===== src/rtl/red_pitaya_ext_clk_supervisor.sv =====
// External reference clock supervisor: measures ext_clk_i against clk over a fixed gate,
// then sequences the downstream PLL reset and watches its lock, flagging sticky faults.
`timescale 1ns/1ps
module red_pitaya_ext_clk_supervisor #(
    parameter int GATE_CYCLES  = 125000,
    parameter int EXP_EDGES    = 10000,
    parameter int TOL          = 20,
    parameter int RST_CYCLES   = 64,
    parameter int LOCK_HOLD    = 1024,
    parameter int LOCK_TIMEOUT = 250000
) (
    input  logic        clk,
    input  logic        rstn,
    input  logic        ext_clk_i,
    input  logic        pll_locked_i,
    input  logic        enable_i,
    input  logic        fault_clr_i,
    output logic        pll_rstn_o,
    output logic        ref_ok_o,
    output logic        locked_o,
    output logic        fault_o,
    output logic [2:0]  state_o,
    output logic [15:0] edge_cnt_o
);
    localparam int GW = $clog2(GATE_CYCLES + 1);
    localparam int RW = $clog2(RST_CYCLES + 1);
    localparam int HW = $clog2(LOCK_HOLD + 1);
    localparam int TW = $clog2(LOCK_TIMEOUT + 1);

    typedef enum logic [2:0] {
        ST_IDLE      = 3'd0,
        ST_MEASURE   = 3'd1,
        ST_PLL_RST   = 3'd2,
        ST_WAIT_LOCK = 3'd3,
        ST_RUN       = 3'd4
    } state_t;

    state_t state_reg, state_next;

    logic [1:0]        async_in;
    logic [1:0]        sync_bit;
    logic              ext_prev_reg;
    logic [GW-1:0]     gate_cnt_reg;
    logic [15:0]       edge_cnt_reg;
    logic [RW-1:0]     rst_cnt_reg;
    logic [HW-1:0]     hold_cnt_reg;
    logic [TW-1:0]     timeout_cnt_reg;
    logic              pll_rstn_reg, ref_ok_reg, locked_reg, fault_reg;
    logic [15:0]       edge_cnt_out_reg;

    logic              ext_sync, lock_sync, ext_edge, gating, window_end, in_tol, fault_set;
    logic [15:0]       cnt_final;
    logic signed [31:0] deviation;

    // bit 0: ext reference, bit 1: PLL lock
    assign async_in = {pll_locked_i, ext_clk_i};

    for (genvar gi = 0; gi < 2; gi++) begin : g_sync
        logic meta_reg, sync_reg;
        always_ff @(posedge clk or negedge rstn) begin
            if (!rstn) begin
                meta_reg <= 1'b0;
                sync_reg <= 1'b0;
            end else begin
                meta_reg <= async_in[gi];
                sync_reg <= meta_reg;
            end
        end
        assign sync_bit[gi] = sync_reg;
    end

    assign ext_sync  = sync_bit[0];
    assign lock_sync = sync_bit[1];
    assign ext_edge  = ext_sync & ~ext_prev_reg;

    assign gating     = (state_reg == ST_MEASURE) || (state_reg == ST_WAIT_LOCK) || (state_reg == ST_RUN);
    assign window_end = gating && enable_i && (gate_cnt_reg == GW'(GATE_CYCLES - 1));
    // an edge on the final gate cycle still belongs to the closing window
    assign cnt_final  = (&edge_cnt_reg) ? edge_cnt_reg : edge_cnt_reg + 16'(ext_edge);
    assign deviation  = $signed({16'd0, cnt_final}) - EXP_EDGES;
    assign in_tol     = (deviation <= TOL) && (deviation >= -TOL);

    always_comb begin
        state_next = state_reg;
        fault_set  = 1'b0;
        if (!enable_i) begin
            state_next = ST_IDLE;
        end else begin
            case (state_reg)
                ST_IDLE:    state_next = ST_MEASURE;
                ST_MEASURE: if (window_end && in_tol) state_next = ST_PLL_RST;
                ST_PLL_RST: if (rst_cnt_reg == RW'(RST_CYCLES - 1)) state_next = ST_WAIT_LOCK;
                ST_WAIT_LOCK: begin
                    if (lock_sync && (hold_cnt_reg == HW'(LOCK_HOLD - 1))) begin
                        state_next = ST_RUN;
                    end else if (timeout_cnt_reg == TW'(LOCK_TIMEOUT - 1)) begin
                        fault_set  = 1'b1;
                        state_next = ST_PLL_RST;
                    end
                end
                ST_RUN: begin
                    if (!lock_sync) begin
                        fault_set  = 1'b1;
                        state_next = ST_PLL_RST;
                    end else if (window_end && !in_tol) begin
                        fault_set  = 1'b1;
                        state_next = ST_MEASURE;
                    end
                end
                default: state_next = ST_IDLE;
            endcase
        end
    end

    always_ff @(posedge clk or negedge rstn) begin
        if (!rstn) begin
            state_reg        <= ST_IDLE;
            ext_prev_reg     <= 1'b0;
            gate_cnt_reg     <= '0;
            edge_cnt_reg     <= '0;
            rst_cnt_reg      <= '0;
            hold_cnt_reg     <= '0;
            timeout_cnt_reg  <= '0;
            pll_rstn_reg     <= 1'b0;
            ref_ok_reg       <= 1'b0;
            locked_reg       <= 1'b0;
            fault_reg        <= 1'b0;
            edge_cnt_out_reg <= '0;
        end else begin
            state_reg    <= state_next;
            ext_prev_reg <= ext_sync;

            if (!gating || window_end) begin
                gate_cnt_reg <= '0;
                edge_cnt_reg <= '0;
            end else begin
                gate_cnt_reg <= gate_cnt_reg + 1'b1;
                edge_cnt_reg <= cnt_final;
            end

            if (window_end) begin
                edge_cnt_out_reg <= cnt_final;
                ref_ok_reg       <= in_tol;
            end
            if (!enable_i) ref_ok_reg <= 1'b0;

            rst_cnt_reg <= (state_reg == ST_PLL_RST && state_next == ST_PLL_RST) ?
                           rst_cnt_reg + 1'b1 : '0;
            hold_cnt_reg <= (state_reg == ST_WAIT_LOCK && state_next == ST_WAIT_LOCK && lock_sync) ?
                            hold_cnt_reg + 1'b1 : '0;
            timeout_cnt_reg <= (state_reg == ST_WAIT_LOCK && state_next == ST_WAIT_LOCK) ?
                               timeout_cnt_reg + 1'b1 : '0;

            pll_rstn_reg <= (state_next == ST_WAIT_LOCK) || (state_next == ST_RUN);
            locked_reg   <= (state_next == ST_RUN);

            if (fault_set)        fault_reg <= 1'b1;
            else if (fault_clr_i) fault_reg <= 1'b0;
        end
    end

    assign state_o    = state_reg;
    assign pll_rstn_o = pll_rstn_reg;
    assign ref_ok_o   = ref_ok_reg;
    assign locked_o   = locked_reg;
    assign fault_o    = fault_reg;
    assign edge_cnt_o = edge_cnt_out_reg;
endmodule

===== config.mk =====
export PLATFORM = sky130hd
export DESIGN_NAME = red_pitaya_ext_clk_supervisor
export DESIGN_NICKNAME = d
export VERILOG_FILES = /design/src/rtl/red_pitaya_ext_clk_supervisor.sv
export SDC_FILE = /design/constraint.sdc
export NUM_CORES = 1
export LEC_CHECK = 0
export CAP_MARGIN = 20
export CORE_UTILIZATION = 30
export CTS_CLUSTER_DIAMETER = 30
export DETAILED_ROUTE_END_ITERATION = 16
export PLACE_DENSITY = 0.45
export SLEW_MARGIN = 20
export SYNTH_ARGS = -nofsm -noshare
export SYNTH_HDL_FRONTEND = slang
export SYNTH_SLANG_ARGS = --single-unit

===== constraint.sdc =====
create_clock -name clk -period 4 [get_ports clk]
set_input_delay 1 -clock clk [delete_from_list [all_inputs] [get_ports clk]]
set_output_delay 1 -clock clk [all_outputs]
set_load 0.005 [all_outputs]

==> results by group, run 1 <==
Placement
  – DP Wirelength: between 8 and 9 mm
  – Placer Congestion: 0.8524
  – Input/output buffers: 28
  – Pre-CTS WS: 0.2484 ns

STA
  – Setup TNS: 0 ns
  – Tcrit/Tclk final: 0.9526
  – Clock Skews: 0.009730 ns
  – Final worst setup slack: 0.1896 ns
  – RSZ-0062 raised after global routing: false
  – Max-slew violations: 0
  – Worst-Margin Slew: approximately 0.8 ns
  – F_max: around 260 MHz
  – Period minus WS final: ~3.8 ns
  – Setup violators final: 0
  – Final hold vios: 0
  – Max-slew headroom: 0.4634

Die
  – Row cnt: 46
  – Die Ht: 131.3 um
  – Num ports: 29
  – Die Area: 17230 um^2
  – Core ar.: 16120 um^2
  – Initial core utilization: 0.3111
  – Die W: 131.3 um

Setup path
  – RR Startpoint: edge_cnt_reg[6]
  – Worst Reg-to-Reg Cells: 11
  – Crit path launch: edge_cnt_reg[6]
  – Register-to-register setup slack: between 0.15 and 0.2 ns
  – CP max FO: 10
  – WP data arrival: a little over 4 ns
  – Crit path kind: reg -> reg
  – End of the critical path: state_o[1]
  – Crit path largest cell delay: 0.61 ns
  – Master of the slowest instance on the critical path: or4_1
  – Critical Path End Type: flip-flop
  – CP Launch Type: flip-flop
  – R2r endpoint: state_o[1]
  – CP cell instances: nand4_4, or4_1, o211ai_1, o21ai_2, ha_1, nor3b_1, o21a_1, a31oi_1, or4_1, o31a_1, o41ai_2
  – Cell mode on critical path: or4_1
  – CP required: approximately 4.3 ns

CTS
  – CTS clk-pin slew, worst paths: 0.07 ns
  – H-tree levels: 3
  – Worst-Skew Late Latency: 0.35 ns
  – CTS Hold Bufs: 0
  – # clock sinks: a little under 100
  – CTS max path bufs: 2
  – Root buffer cell: clkbuf_16
  – Setup bufs post-CTS: 0
  – Post-CTS Resized: 0
  – Inserted Clock Buffers: 9
  – CTS tree: done

Synthesis
  – Syn_area_per_cell: 9.495 um^2
  – Post-synthesis cell area: about 5000 um^2
  – Mapped Nets: 543
  – FFs w/ async S/R, synth: 1.000
  – Cells after synthesis: roughly 530
  – Yosys warning count: 0
  – Post-synth EDFFs: 0
  – Yosys cell types: 57
  – Synthesized flop and latch total: 97
  – Dominant synthesized flop cell: dfrtp_1
  – Sequential share of the synthesized area: 0.4842

Global routing
  – Vias in the first global route: 3869
  – Total global routing overflow: 0
  – Largest net degree at the start of global routing: 55
  – Antenna violations before repair: 0
  – First-pass GRT wire length: 20.24 mm
  – Global route hottest layer: met2
  – Met3 Track Usage GR: 0.04282
  – Global Route Usage Sum: 0.1480
  – Met1 Use GR: 0.2039
  – Met2 usage: 0.2264

Pwr
  – P_leak: 2.552 nW
  – Combinational power share: 0.043
  – Seq pwr share: 0.496
  – Net Sw Frac: 0.2232
  – Sw Pwr: between 0.4 and 0.5 mW
  – Final total power: 2.049 mW
  – VDD IR max: 0.2151 mV
  – Internal Dissipation: 1.592 mW
  – Clock power share: 0.462
  – Power density over cell area: ~340 nW/um^2

Route
  – Wire length per cell: ~15 um
  – Via count: 3907
  – TritonRoute pass-1 iters: 5
  – Via density: 4.964
  – Post-DRT Antenna Nets: 0
  – DRT iter0 DRCs: roughly 330
  – Total wire length: 11.84 mm
  – # DRC: 0

Finish
  – Final #Nets: 582
  – N_diodes: 0
  – Synthesis-to-layout area growth: 18.92%
  – Fin util: 0.3700
  – Max reg flops: 18
  – Commonest non-fill, non-tap cell in the layout: dfrtp_1
  – Most frequent cells in the layout: 97 x dfrtp_1, 92 x nor2_1, 44 x nand2_1
  – Layout cell share with drive strength beyond 1: 0.08406

Flow run
  – Number of max-cap violations: 0

Status
  – Status: complete, no violations

Worst hold path
  – Worst Hold Class: reg -> reg
## worst min path at each step
| stage | startpoint | end | slack (ns) | cells past startpoint |
|---|---|---|---|---|
| after floorplan | g_sync[0].meta_reg | ext_sync | 0.33 | 0 |
| final | g_sync[1].meta_reg | g_sync[1].sync_reg | 0.35 | 0 |
| after global placement | g_sync[1].meta_reg | g_sync[1].sync_reg | 0.33 | 0 |
| after global routing | g_sync[1].meta_reg | g_sync[1].sync_reg | 0.37 | 0 |
| after detailed placement | g_sync[1].meta_reg | g_sync[1].sync_reg | 0.33 | 0 |
| after CTS | g_sync[1].meta_reg | g_sync[1].sync_reg | 0.35 | 0 |
## synth_stat cells (5+ instances only)
cell	number	area share
dfrtp_1	97	0.48
nor2_1	92	0.069
nand2_1	44	0.033
nand3_1	37	0.037
xor2_1	26	0.045
xnor2_1	25	0.044
o21ai_0	24	0.024
and3_1	17	0.021
inv_1	17	0.013
nand4_1	14	0.017
clkbuf_1	12	0.0090
mux2i_1	11	0.022
a21oi_1	10	0.010
ha_1	9	0.022
and4_1	7	0.012
nor4_1	7	0.0087
and2_1	6	0.0075
o21ai_1	5	0.0050
## logic make-up after synthesis
family,synth area share
adders and majority gates,0.02246
and+or+nand+nor,0.2506
DFF,0.4842
xor gates and xnor gates,0.08909
AOI/OAI and AO/OA,0.09933
muxes,0.02870
buffers and inverters,0.02570
## area by class of cell
type | instances | area (um^2)
fill | 1668 | 10150
tap | 216 | 270.3
inverter | 17 | 63.81
clock inverter | 4 | 77.57
clock buffer | 11 | 242.7
multi-input combinational | 398 | 2457
sequential | 97 | 2427
timing repair buffer | 44 | 422.9
## layer usage
layer / wire length (um) / part of all wire
met5: 0 / 0
met4: 100 / 0.0084
met3: 487 / 0.041
met2: 5375 / 0.45
met1: 5871 / 0.50
## power by group through the flow
| stage | logic [mW] | registers (mW) | clock network (mW) |
|---|---|---|---|
| after floorplan | 0.0446 | 1.03 | 0 |
| after global placement | 0.0896 | 1.03 | 0 |
| after detailed placement | 0.0913 | 1.03 | 0 |
| after CTS | 0.0914 | 1.02 | 0.979 |
| after global routing | 0.102 | 1.02 | 1.02 |
| final | 0.0873 | 1.02 | 0.946 |
## critical path: cells and delay by family, from the launching register on
kind,cells,cell delay (ns)
compound gates,6,1.29
fa+ha+maj,1,0.32
simple gates,4,1.56
flops,1,0.55
## stage by stage
stage,instances,hold slack (ns),instance area (um^2)
3_3_place_gp,772,0.3346,5642
2_1_floorplan,528,0.3312,5014
4_1_cts,787,0.3502,5962
6_report,787,0.3488,5962
5_1_grt,787,0.3701,5962
3_5_place_dp,772,0.3347,5642
Note: power is estimated with default switching activity, not from simulation.
==> run 2: changes to the inputs <==
Settings changed: ABC_CLOCK_PERIOD_IN_PS from default to 4000.
==> results of run 2 <==
Same layout as run 1: the final DEF is identical, and so are final timing and power.
==> run 3: changes to the inputs <==
Settings changed: CORE_UTILIZATION 30 to 50, PLACE_DENSITY 0.45 to 0.68.
==> run 3 against run 2 <==
Largest cell class unchanged; core utilization up 22 points; critical path depth unchanged; routed wire length down 9.7%.
==> results by group, run 3 (synthesis gave the netlist of run 1 again) <==
CTS
  – CTS tree: done (unchanged)
  – H-tree levels: 3 (unchanged)
  – CTS clk-pin slew, worst paths: 0.09 ns (was 0.07 ns)
  – Post-CTS Resized: 0 (unchanged)
  – # clock sinks: 97 (unchanged)
  – Setup bufs post-CTS: 0 (unchanged)
  – CTS Hold Bufs: 0 (unchanged)
  – Root buffer cell: clkbuf_8 (was clkbuf_16)
  – Worst-Skew Late Latency: 0.37 ns (was 0.35 ns)
  – Inserted Clock Buffers: 9 (unchanged)
  – CTS max path bufs: 2 (unchanged)

Setup path
  – Master of the slowest instance on the critical path: or4_1 (unchanged)
  – Cell mode on critical path: or4_1 (unchanged)
  – CP required: 4.27 ns (was 4.26 ns)
  – Crit path largest cell delay: 0.59 ns (was 0.61 ns)
  – WP data arrival: 4.07 ns (about the same)
  – Crit path kind: reg -> reg (unchanged)
  – CP Launch Type: flip-flop (unchanged)
  – CP cell instances: nand4_4, or4_1, o211ai_1, o21ai_2, ha_1, nor3b_1, o21a_1, a31oi_1, or4_1, o31a_1, o41ai_2 (unchanged)
  – CP delay by family, top: simple AND/OR/NAND/NOR gates (unchanged)
  – CP max FO: 8 (was 10)
  – CP bufs+invs: 0 (unchanged)
  – Critical Path End Type: flip-flop (unchanged)

Placement
  – Pre-CTS WS: 0.2163 ns (was 0.2484 ns)
  – Placer Congestion: 0.8666 (was 0.8524)
  – Input/output buffers: 28 (unchanged)
  – DP Cell Count: 687 (was 772)
  – DP Wirelength: 7.606 mm (was 8.295 mm)

Global routing
  – Antenna violations before repair: 0 (unchanged)
  – Global Route Usage Sum: 0.2190 (was 0.1480)
  – First-pass GRT wire length: 17.49 mm (was 20.24 mm)
  – Vias in the first global route: 3718 (was 3869)
  – Total global routing overflow: 0 (unchanged)
  – Largest net degree at the start of global routing: 62 (was 55)

Pwr
  – Final total power: 1.759 mW (was 2.049 mW)
  – VDD IR max: 0.1994 mV (was 0.2151 mV)
  – Power density over cell area: 307.9 nW/um^2 (was 343.7 nW/um^2)
  – P_leak: 2.476 nW (was 2.552 nW)

STA
  – Setup violators final: 0 (unchanged)
  – Period minus WS final: 3.804 ns (was 3.810 ns)
  – Tcrit/Tclk final: 0.9510 (was 0.9526)
  – Clock Skews: 0.009335 ns (was 0.009730 ns)
  – Final hold vios: 0 (unchanged)
  – Max-slew violations: 0 (unchanged)
  – Final worst setup slack: 0.1960 ns (was 0.1896 ns)
  – F_max: 262.9 MHz (was 262.4 MHz)
  – Setup TNS: 0 ns (unchanged)
  – RSZ-0062 raised after global routing: false (unchanged)
  – Max-slew headroom: 0.4890 (was 0.4634)
  – Worst-Margin Slew: 0.7665 ns (was 0.7945 ns)

Route
  – Wire length per cell: 15.23 um (was 15.04 um)
  – Total wire length: 10.69 mm (was 11.84 mm)
  – # DRC: 0 (unchanged)
  – DRT iter0 DRCs: 211 (was 333)
  – Post-DRT Antenna Nets: 0 (unchanged)
  – Via count: 3896 (was 3907)
  – Via density: 5.550 (was 4.964)
  – TritonRoute pass-1 iters: 5 (unchanged)

Finish
  – Final #Nets: 580 (was 582)
  – Most frequent cells in the layout: 96 x dfrtp_1, 92 x nor2_1, 44 x nand2_1 (was 97 x dfrtp_1, 92 x nor2_1, 44 x nand2_1)
  – Filler Cells Inserted: 902 (was 1668)
  – Finished Layout Cells: 702 (was 787)
  – Fin util: 0.5871 (was 0.3700)
  – Max reg flops: 18 (unchanged)
  – Synthesis-to-layout area growth: 13.93% (was 18.92%)
  – N_diodes: 0 (unchanged)
  – Layout cell share with drive strength beyond 1: 0.08436 (was 0.08406)
  – Commonest non-fill, non-tap cell in the layout: dfrtp_1 (unchanged)

Die
  – Row cnt: 36 (was 46)
  – Die Area: 10430 um^2 (was 17230 um^2)
  – Initial core utilization: 0.5153 (was 0.3111)
  – Num ports: 29 (unchanged)
  – Die W: 102.1 um (was 131.3 um)
  – Die Ht: 102.1 um (was 131.3 um)
  – Core ar.: 9729 um^2 (was 16120 um^2)

Status
  – Status: complete, no violations (unchanged)

Worst hold path
  – Worst Hold Class: reg -> reg (unchanged)

Flow run
  – Number of max-cap violations: 0 (unchanged)
run 3: cell count changes in the layout (fill, tap and decap cells not counted), sizes merged:
cell / delta
bufinv: -1
clkinv: -2
clkbuf: -1
buf: -2
clkinvlp: +2
inv: +2
run 3: final cells by class:
type,count,area (um^2),area share
clock buffer,10,137.6,0.02410
clock inverter,5,62.56,0.01095
multi-input combinational,398,2457,0.4302
timing repair buffer,42,395.4,0.06922
tap,133,166.4,0.02913
sequential,97,2429,0.4252
inverter,17,63.81,0.01117
run 3: worst paths after layout:
path	startpoint	to	slack (ns)	cells after the start
worst max register to register	edge_cnt_reg[7]	state_o[1]	0.20	11
worst min-delay path	g_sync[1].meta_reg	g_sync[1].sync_reg	0.36	0
worst max-delay path	edge_cnt_reg[7]	state_o[1]	0.20	11
max in group asynchronous	rstn	edge_cnt_o[8]	2.52	2
min in group asynchronous	rstn	gate_cnt_reg[9]	0.70	1
worst min register to register	g_sync[1].meta_reg	g_sync[1].sync_reg	0.36	0
run 3: power by group:
| part | internal, mW | total (mW) | leakage (nW) | switching (mW) |
|---|---|---|---|---|
| Sequential | 0.996 | 1.01 | 1.33 | 0.0183 |
| Clock | 0.307 | 0.659 | 0.0954 | 0.352 |
| Combinational | 0.0295 | 0.0851 | 1.05 | 0.0557 |
| Total | 1.33 | 1.76 | 2.48 | 0.426 |
run 3: routing by layer:
metal,GRT usage,vias to the layer above,routed length [um]
li1,-,1910,-
met1,0.3132,1876,5226
met2,0.3325,98,4932
met3,0.03625,12,390
met4,0.08791,0,140
met5,0,-,0
run 3: through the flow:
step / hold slack (ns) / cell area, um^2
floorplan: 0.3312 / 5014
global placement: 0.3357 / 5510
detailed placement: 0.3364 / 5510
CTS: 0.3649 / 5710
global route: 0.3656 / 5712
finish: 0.3613 / 5712
